**src/rtl/stack_program_driver_pkg.sv**
```systemverilog
// Shared constants for the stack CPU program driver: CPU opcodes,
// per-opcode slot padding, FSM state encoding and length helpers.
package stack_program_driver_pkg;

  // Stack CPU opcodes (4-bit nibble fetched on io_in[5:2])
  typedef enum logic [3:0] {
    OP_NOOP = 4'h0,
    OP_PUSH = 4'h1,
    OP_POP  = 4'h2,
    OP_OUTL = 4'h3,
    OP_OUTH = 4'h4,
    OP_SWAP = 4'h5,
    OP_PEEK = 4'h6,
    OP_DUP  = 4'h7,
    OP_AND  = 4'h8
  } opcode_e;

  // Playback FSM states
  typedef enum logic [2:0] {
    S_IDLE,
    S_CPURST,
    S_FETCH,
    S_OPERAND,
    S_PAD,
    S_FINISH
  } state_e;

  localparam int unsigned PROG_DEPTH = 16;
  localparam logic [4:0]  MAX_LEN    = 5'd16;

  // Cycles following the fetch cycle for each opcode (index = opcode).
  // PUSH uses its two cycles to present the operand; every other
  // two-cycle op and all one-cycle/undefined ops are padded with 4'h0.
  localparam logic [15:0][1:0] PAD_LEN = {
    2'd1, 2'd1, 2'd1, 2'd1,   // F E D C  (undefined)
    2'd1, 2'd1, 2'd1,         // B A 9    (undefined)
    2'd2,                     // 8 AND
    2'd2,                     // 7 DUP
    2'd2,                     // 6 PEEK
    2'd2,                     // 5 SWAP
    2'd1,                     // 4 OUTH
    2'd1,                     // 3 OUTL
    2'd2,                     // 2 POP
    2'd2,                     // 1 PUSH (operand cycles)
    2'd1                      // 0 NOOP
  };

  function automatic logic [1:0] slot_pad(input logic [3:0] op);
    return PAD_LEN[op];
  endfunction

  // Program lengths above the memory depth are clamped to the depth
  function automatic logic [4:0] sat_len(input logic [4:0] n);
    return (n > MAX_LEN) ? MAX_LEN : n;
  endfunction

endpackage

```
**src/rtl/stack_program_driver_if.sv**
```systemverilog
// Host-side bus of the program driver: program load, start/length,
// and status/result returned to the host.
interface stack_program_driver_if;
  logic       start;
  logic       wr_en;
  logic [3:0] wr_addr;
  logic [3:0] wr_data;
  logic [4:0] prog_len;
  logic       busy;
  logic       done;
  logic [7:0] result;
  logic       trunc_err;

  modport master (
    output start, wr_en, wr_addr, wr_data, prog_len,
    input  busy, done, result, trunc_err
  );

  modport slave (
    input  start, wr_en, wr_addr, wr_data, prog_len,
    output busy, done, result, trunc_err
  );
endinterface

```
**src/rtl/stack_program_driver_program_memory.sv**
```systemverilog
// 16x4 program storage: synchronous write, combinational read, no reset
// so the program survives a driver reset.
module program_memory
  import stack_program_driver_pkg::*;
(
  input  logic       clk,
  input  logic       wr_en,
  input  logic [3:0] wr_addr,
  input  logic [3:0] wr_data,
  input  logic [3:0] rd_addr,
  output logic [3:0] rd_data
);

  logic [3:0] mem [PROG_DEPTH];

  // Write port
  always_ff @(posedge clk) begin
    if (wr_en) mem[wr_addr] <= wr_data;
  end

  assign rd_data = mem[rd_addr];

endmodule

```
**src/rtl/stack_program_driver.sv**
```systemverilog
// Plays a stored nibble program into a stack CPU: resets the CPU, then
// feeds each opcode aligned to the CPU fetch cycle (operands for PUSH,
// zero padding for everything else) and captures the CPU output byte.
module stack_program_driver
  import stack_program_driver_pkg::*;
(
  input  logic                         clk,
  input  logic                         rst_n,
  stack_program_driver_if.slave        bus,
  output logic                         cpu_rst,
  output logic [3:0]                   cpu_inbits,
  output logic [1:0]                   cpu_output_mode,
  input  logic [7:0]                   cpu_out
);

  state_e     state, state_next;
  logic [4:0] pc;
  logic [4:0] len;
  logic [1:0] cnt;
  logic       trunc_q;
  logic [7:0] result_q;
  logic [3:0] rd_data;
  logic [3:0] inbits_c;
  logic       done_c;
  logic       idle;
  logic       operand_ok;
  logic [4:0] pc_step;

  assign idle       = (state == S_IDLE);
  // A PUSH in the last slot has no operand word behind it
  assign operand_ok = (pc < len);
  // pc only advances past an operand that actually exists, so it never
  // runs beyond the latched length
  assign pc_step    = operand_ok ? (pc + 5'd1) : pc;

  program_memory u_mem (
    .clk     (clk),
    .wr_en   (bus.wr_en & idle),
    .wr_addr (bus.wr_addr),
    .wr_data (bus.wr_data),
    .rd_addr (pc[3:0]),
    .rd_data (rd_data)
  );

  // State register
  always_ff @(posedge clk or negedge rst_n) begin
    if (!rst_n) state <= S_IDLE;
    else        state <= state_next;
  end

  // Next-state decode and Moore outputs
  always_comb begin
    state_next = state;
    inbits_c   = 4'h0;
    done_c     = 1'b0;
    case (state)
      S_IDLE: begin
        if (bus.start) state_next = S_CPURST;
      end
      S_CPURST: begin
        state_next = (len == 5'd0) ? S_FINISH : S_FETCH;
      end
      S_FETCH: begin
        inbits_c   = rd_data;
        state_next = (rd_data == OP_PUSH) ? S_OPERAND : S_PAD;
      end
      S_OPERAND: begin
        inbits_c = operand_ok ? rd_data : 4'h0;
        if (cnt == 2'd0) state_next = (pc_step < len) ? S_FETCH : S_FINISH;
      end
      S_PAD: begin
        if (cnt == 2'd0) state_next = (pc < len) ? S_FETCH : S_FINISH;
      end
      S_FINISH: begin
        done_c     = 1'b1;
        state_next = S_IDLE;
      end
      default: state_next = S_IDLE;
    endcase
  end

  // Program counter, slot counter, status flags and result capture.
  // cpu_rst is registered from the next state so it is already high
  // throughout reset and drops on the first edge after release.
  always_ff @(posedge clk or negedge rst_n) begin
    if (!rst_n) begin
      pc       <= '0;
      len      <= '0;
      cnt      <= '0;
      trunc_q  <= 1'b0;
      result_q <= '0;
      cpu_rst  <= 1'b1;
    end else begin
      cpu_rst <= (state_next == S_CPURST);
      case (state)
        S_IDLE: begin
          if (bus.start) begin
            len     <= sat_len(bus.prog_len);
            pc      <= '0;
            cnt     <= '0;
            trunc_q <= 1'b0;
          end
        end
        S_FETCH: begin
          pc  <= pc + 5'd1;
          cnt <= slot_pad(rd_data) - 2'd1;
        end
        S_OPERAND: begin
          if (!operand_ok) trunc_q <= 1'b1;
          if (cnt != 2'd0) cnt <= cnt - 2'd1;
          else             pc  <= pc_step;
        end
        S_PAD: begin
          if (cnt != 2'd0) cnt <= cnt - 2'd1;
        end
        S_FINISH: begin
          result_q <= cpu_out;
        end
        default: ;
      endcase
    end
  end

  assign cpu_inbits      = inbits_c;
  assign cpu_output_mode = 2'b00;
  assign bus.busy        = ~idle;
  assign bus.done        = done_c;
  assign bus.result      = result_q;
  assign bus.trunc_err   = trunc_q;

endmodule

```
**src/flat_wrapper.sv**
```systemverilog
// flat-port wrapper written by rule: the top's interface ports become plain ports
module stack_program_driver_flat import stack_program_driver_pkg::*;
  (clk, rst_n, cpu_rst, cpu_inbits, cpu_output_mode, cpu_out, bus_start, bus_wr_en, bus_wr_addr, bus_wr_data, bus_prog_len, bus_busy, bus_done, bus_result, bus_trunc_err);
  stack_program_driver_if bus_i ();
  input  logic clk;
  input  logic rst_n;
  output logic cpu_rst;
  output logic [3:0] cpu_inbits;
  output logic [1:0] cpu_output_mode;
  input  logic [7:0] cpu_out;
  input wire logic [$bits(bus_i.start)-1:0] bus_start;
  input wire logic [$bits(bus_i.wr_en)-1:0] bus_wr_en;
  input wire logic [$bits(bus_i.wr_addr)-1:0] bus_wr_addr;
  input wire logic [$bits(bus_i.wr_data)-1:0] bus_wr_data;
  input wire logic [$bits(bus_i.prog_len)-1:0] bus_prog_len;
  output wire logic [$bits(bus_i.busy)-1:0] bus_busy;
  output wire logic [$bits(bus_i.done)-1:0] bus_done;
  output wire logic [$bits(bus_i.result)-1:0] bus_result;
  output wire logic [$bits(bus_i.trunc_err)-1:0] bus_trunc_err;
  assign bus_i.start = bus_start;
  assign bus_i.wr_en = bus_wr_en;
  assign bus_i.wr_addr = bus_wr_addr;
  assign bus_i.wr_data = bus_wr_data;
  assign bus_i.prog_len = bus_prog_len;
  assign bus_busy = bus_i.busy;
  assign bus_done = bus_i.done;
  assign bus_result = bus_i.result;
  assign bus_trunc_err = bus_i.trunc_err;
  stack_program_driver u_core (.clk(clk), .rst_n(rst_n), .bus(bus_i), .cpu_rst(cpu_rst), .cpu_inbits(cpu_inbits), .cpu_output_mode(cpu_output_mode), .cpu_out(cpu_out));
endmodule
```
**config.mk**
```make
export PLATFORM = sky130hd
export DESIGN_NAME = stack_program_driver_flat
export DESIGN_NICKNAME = d
export VERILOG_FILES = /design/src/rtl/stack_program_driver_pkg.sv /design/src/rtl/stack_program_driver_if.sv /design/src/rtl/stack_program_driver_program_memory.sv /design/src/rtl/stack_program_driver.sv /design/src/flat_wrapper.sv
export SDC_FILE = /design/constraint.sdc
export NUM_CORES = 1
export LEC_CHECK = 0
export CAP_MARGIN = 10
export CORE_MARGIN = 2
export CORE_UTILIZATION = 45
export DETAILED_ROUTE_END_ITERATION = 8
export HOLD_SLACK_MARGIN = 0.03
export PLACE_DENSITY = 0.68
export SYNTH_ARGS = -nofsm -noshare
export SYNTH_HDL_FRONTEND = slang
export SYNTH_HIERARCHICAL = 1
export SYNTH_SLANG_ARGS = --single-unit
```
**constraint.sdc**
```tcl
create_clock -name clk -period 3.13 [get_ports clk]
set_input_delay 0.626 -clock clk [delete_from_list [all_inputs] [get_ports clk]]
set_output_delay 0.626 -clock clk [all_outputs]
set_load 0.005 [all_outputs]
```
==> flow_metrics.env <==
export IMPL_status="finished, final reports clean"
export IMPL_r2r_cells=11
export IMPL_syn_instance_count=326
export IMPL_critical_path_startpoint_type="flip-flop"
export IMPL_setup_viol=0
export IMPL_multi_input_comb_area_um2=1690
export IMPL_cp_data_arrival_time_ns=2.38
export IMPL_startpoint="u_core/pc[0]"
export IMPL_vias_per_cell=5.40
export IMPL_cts_max_path_buffers=2
export IMPL_clk_transition_reported_paths_ns=0.10
export IMPL_synth_main_ff_cell="edfxtp_1"
export IMPL_synth_avg_cell_area_um2=13.3
export IMPL_measured_slew_at_the_worst_slew_check_pin_ns=0.683
export IMPL_critical_path_peak_fanout=8
export IMPL_die_width_um=102
export IMPL_netSwitchingPower_mw=1.49
export IMPL_antennaDiodeCount=0
export IMPL_synthDistinctLibCells=58
export IMPL_r2r_start="u_core/pc[4]"
export IMPL_rrSetupSlack_ns=0.19
export IMPL_placement_setup_worst_slack_ns=0.185
export IMPL_worst_path_dominant_cell_family="multiplexers"
export IMPL_worstHoldPathType="reg -> reg"
export IMPL_place_gp_congestion=0.926
export IMPL_clock_tree_from_tritoncts="built"
export IMPL_maximum_clock_rate_mhz=333
export IMPL_ctsHtreeMaxLevel=3
export IMPL_setup_worst_path_end_class="output pin"
export IMPL_nNetsFinal=423
export IMPL_totalNegativeSetupSlack_ns=0
export IMPL_start_util_pct=46.7
export IMPL_slew_violations=0
export IMPL_cts_root_buffer_cell="clkbuf_8"
export IMPL_grt_antenna_before_repair=0
export IMPL_slowest_delay_ns=0.56
export IMPL_netSwitchingFraction_pct=35.3
export IMPL_design_core_area_um2=9280
export IMPL_synth_edf_count=64
export IMPL_postRouteAntennaNets=0
export IMPL_global_routing_usage_summed_across_all_routing_layers_pct=17.0
export IMPL_via_count=2809
export IMPL_power_leakage_nw=1.96
export IMPL_timing_setup_critical_path_class="reg -> out"
export IMPL_cp_required_ns=2.50
export IMPL_comb_power_share_pct=43.8
export IMPL_drt_pass1_iter_count=4
export IMPL_grt_ovfl_total=0
export IMPL_seq_cell_area_um2=2550
export IMPL_detail_route_drc_violations=0
export IMPL_cap_viol_max_count=0
export IMPL_synthArstFlopShare_pct=28.1
export IMPL_seq_power_share_pct=36.7
export IMPL_unrepaired_setup_endpoints_after_global_routing="no"
export IMPL_worst_slack_setup_final_ns=0.124
export IMPL_rr_endpoint="u_core/state[1]"
export IMPL_post_dp_hpwl_mm=6.08
export IMPL_crit_path_top_delay_cell="mux4_1"
export IMPL_netlist_top_cells_area="edfxtp_1 (44%), dfrtp_1 (14%), mux4_1 (8.5%), nand2_1 (3.8%), ha_1 (3.5%)"
export IMPL_int_power_mw=2.73
export IMPL_nFillCells=787
export IMPL_layout_drive_gt1_share_pct=14.1
export IMPL_io_pins=43
export IMPL_grt_first_pass_wirelength_mm=13.3
export IMPL_pwr_density_cell_nw_per_um2=808
export IMPL_syn2layout_area_growth_pct=20.5
export IMPL_count_of_yosys_warnings_during_synthesis=6
export IMPL_route_final_wire_length_mm=8.34
export IMPL_max_slew_margin_rel_pct=54.1
export IMPL_worst_skew_pair_late_latency_ns=0.36
export IMPL_floorplan_die_area_um2=10400
export IMPL_yosys_register_bits=89
export IMPL_synth_seq_area_share_pct=58.8
export IMPL_first_global_vias=2760
export IMPL_clkPwrFrac_pct=19.6
export IMPL_fp_row_count=35
export IMPL_first_iter_violations=132
export IMPL_cell_accounting_for_the_most_synthesized_area="edfxtp_1"
export IMPL_synthesis_area_um2=4340
export IMPL_path_depth=6
export IMPL_tritoncts_num_buffers=9
export IMPL_critPathBufInv=2
export IMPL_ir_drop_v=0.000320
export IMPL_portBuffers=40
export IMPL_proportion_of_netlist_area_held_by_the_largest_area_contributor_pct=44.3
export IMPL_clock_sinks=89
export IMPL_die_height_um=102
export IMPL_largest_net_degree_at_the_start_of_global_routing=26
export IMPL_cts_hold_bufs=0
export IMPL_final_period_utilization_pct=96.0
export IMPL_min_period_ns=3.01
export IMPL_crit_chain="buf_4 -> mux4_1 -> a22oi_1 -> nand3_1 -> and3_1 -> dlygate4sd2_1"
export IMPL_report_final_hold_viol_count=0
export IMPL_worst_setup_path_endpoint="cpu_inbits[3]"
export IMPL_wire_per_inst_um=16.0
export IMPL_finClkSkew_ns=0.0140
## metrics by stage
stage / power, mW / area, µm² / utilization (%) / std cells / hold slack (ns)
floorplan: 2.73 / 4340 / - / 327 / 0.330
global placement: 3.26 / 4940 / 53.2 / 499 / 0.456
detailed placement: 3.32 / 4940 / 53.2 / 499 / 0.462
CTS: 4.23 / 5200 / 56.0 / 519 / 0.487
global route: 4.50 / 5220 / 56.3 / 520 / 0.504
finish: 4.22 / 5220 / 56.3 / 520 / 0.481
## repair_timing
action,4_1_cts,5_1_grt
pin swaps,2,0
setup buffers,4,1
endpoints found under the setup margin,4,3
gates resized for setup,9,4
## cell families (layout without fill, tap and decap cells)
logic type / after synthesis / count (layout) / share of synthesized area, %
adders and majority gates: 12 / 12 / 3.46
xor gates and xnor gates: 5 / 5 / 1.01
and+or+nand+nor: 122 / 122 / 13.6
muxes: 20 / 20 / 10.5
buffers and inverters: 23 / 87 / 3.03
other: 1 / 2 / 0.0865
AOI/OAI and AO/OA: 54 / 54 / 9.61
DFF: 89 / 89 / 58.8
## sequential cells by signal, summed over array words and instances, names as in the netlist
| name | cells |
|---|---|
| u_core/u_mem/mem | 64 |
| u_core/bus.result | 8 |
| u_core/len | 5 |
| u_core/pc | 5 |
| u_core/state | 3 |
| u_core/cnt | 2 |
| u_core/bus.trunc_err | 1 |
| u_core/cpu_rst | 1 |
## area by class of cell
| type | instances | area share [%] |
|---|---|---|
| Sequential cell | 89 | 48.8 |
| Multi-Input combinational cell | 215 | 32.4 |
| Timing Repair Buffer | 60 | 10.9 |
| Tap cell | 129 | 3.09 |
| Clock buffer | 9 | 2.37 |
| Clock inverter | 7 | 1.63 |
| Inverter | 11 | 0.790 |
## cell usage after synthesis (2+ instances only)
| library cell | number |
|---|---|
| clkinv_1 | 2 |
| buf_6 | 2 |
| buf_4 | 2 |
| dfrtp_1 | 24 |
| edfxtp_1 | 64 |
| mux4_2 | 2 |
| mux4_1 | 14 |
| a211oi_1 | 3 |
| or2_1 | 2 |
| a21o_1 | 3 |
| nand2b_1 | 7 |
| xnor2_1 | 4 |
| clkbuf_1 | 2 |
| nor2b_1 | 8 |
| a21oi_1 | 4 |
| a22o_1 | 2 |
| mux2i_1 | 3 |
| and3_1 | 4 |
| o21a_1 | 2 |
| ha_1 | 12 |
| o21ai_0 | 10 |
| buf_2 | 5 |
| a31o_1 | 3 |
| inv_1 | 9 |
| a31oi_1 | 3 |
| a22oi_1 | 4 |
| nor2_1 | 23 |
| o22ai_1 | 2 |
| nand3_1 | 13 |
| a211o_1 | 2 |
| nand3b_1 | 8 |
| o221ai_1 | 3 |
| nand2_1 | 44 |
| nor3_1 | 7 |
## power by group through the flow
stage	Sequential, mW	Clock (mW)	Combinational (mW)
2_1_floorplan	1.54	0	1.20
3_3_place_gp	1.57	0	1.70
3_5_place_dp	1.57	0	1.74
4_1_cts	1.54	0.850	1.84
5_1_grt	1.57	0.897	2.04
6_report	1.55	0.826	1.85
## how the worst min path moves through the flow
stage          slack (ns)                  from                   end  depth (start not counted)
2_1_floorplan        0.33                 rst_n  u_core/bus.result[0]                          0
3_3_place_gp         0.46  u_core/bus.result[4]  u_core/bus.result[4]                          2
3_5_place_dp         0.46  u_core/bus.result[2]  u_core/bus.result[2]                          2
4_1_cts              0.49  u_core/bus.result[2]  u_core/bus.result[2]                          2
5_1_grt              0.50  u_core/bus.result[3]  u_core/bus.result[3]                          2
6_report             0.48  u_core/bus.result[2]  u_core/bus.result[2]                          2
## cell usage in the layout (no fill, tap or decap), drive strengths merged, types with 3 or more instances in the layout
cell type      Yosys  final
a211oi             4      4
a21o               3      3
a21oi              5      5
a22oi              4      4
a31o               3      3
a31oi              3      3
and3               4      4
buf               10     20
clkbuf             2      9
clkdlybuf4s50      0     36
dfrtp             24     24
edfxtp            64     64
ha                12     12
inv                9     13
mux2i              3      3
mux4              16     16
nand2             44     44
nand2b             7      7
nand3             13     13
nand3b             8      8
nor2              23     23
nor2b              9      9
nor3               7      7
o21ai             12     12
o221ai             3      3
or2                3      3
xnor2              4      4
## tightest hold or removal path: stages, from the launching register on
cell and delay [ns]:
dfrtp_1 0.35, nand2_1 0.05, nand2_1 0.06
## metal layers
metal	share of wire [%]	GRT usage (%)	up-vias
met2	52	30.7	84
met4	0.89	4.92	0
met5	0	0	-
li1	-	-	1360
met1	42	20.4	1358
met3	4.7	3.90	7
(Power assumes the default switching activity.)
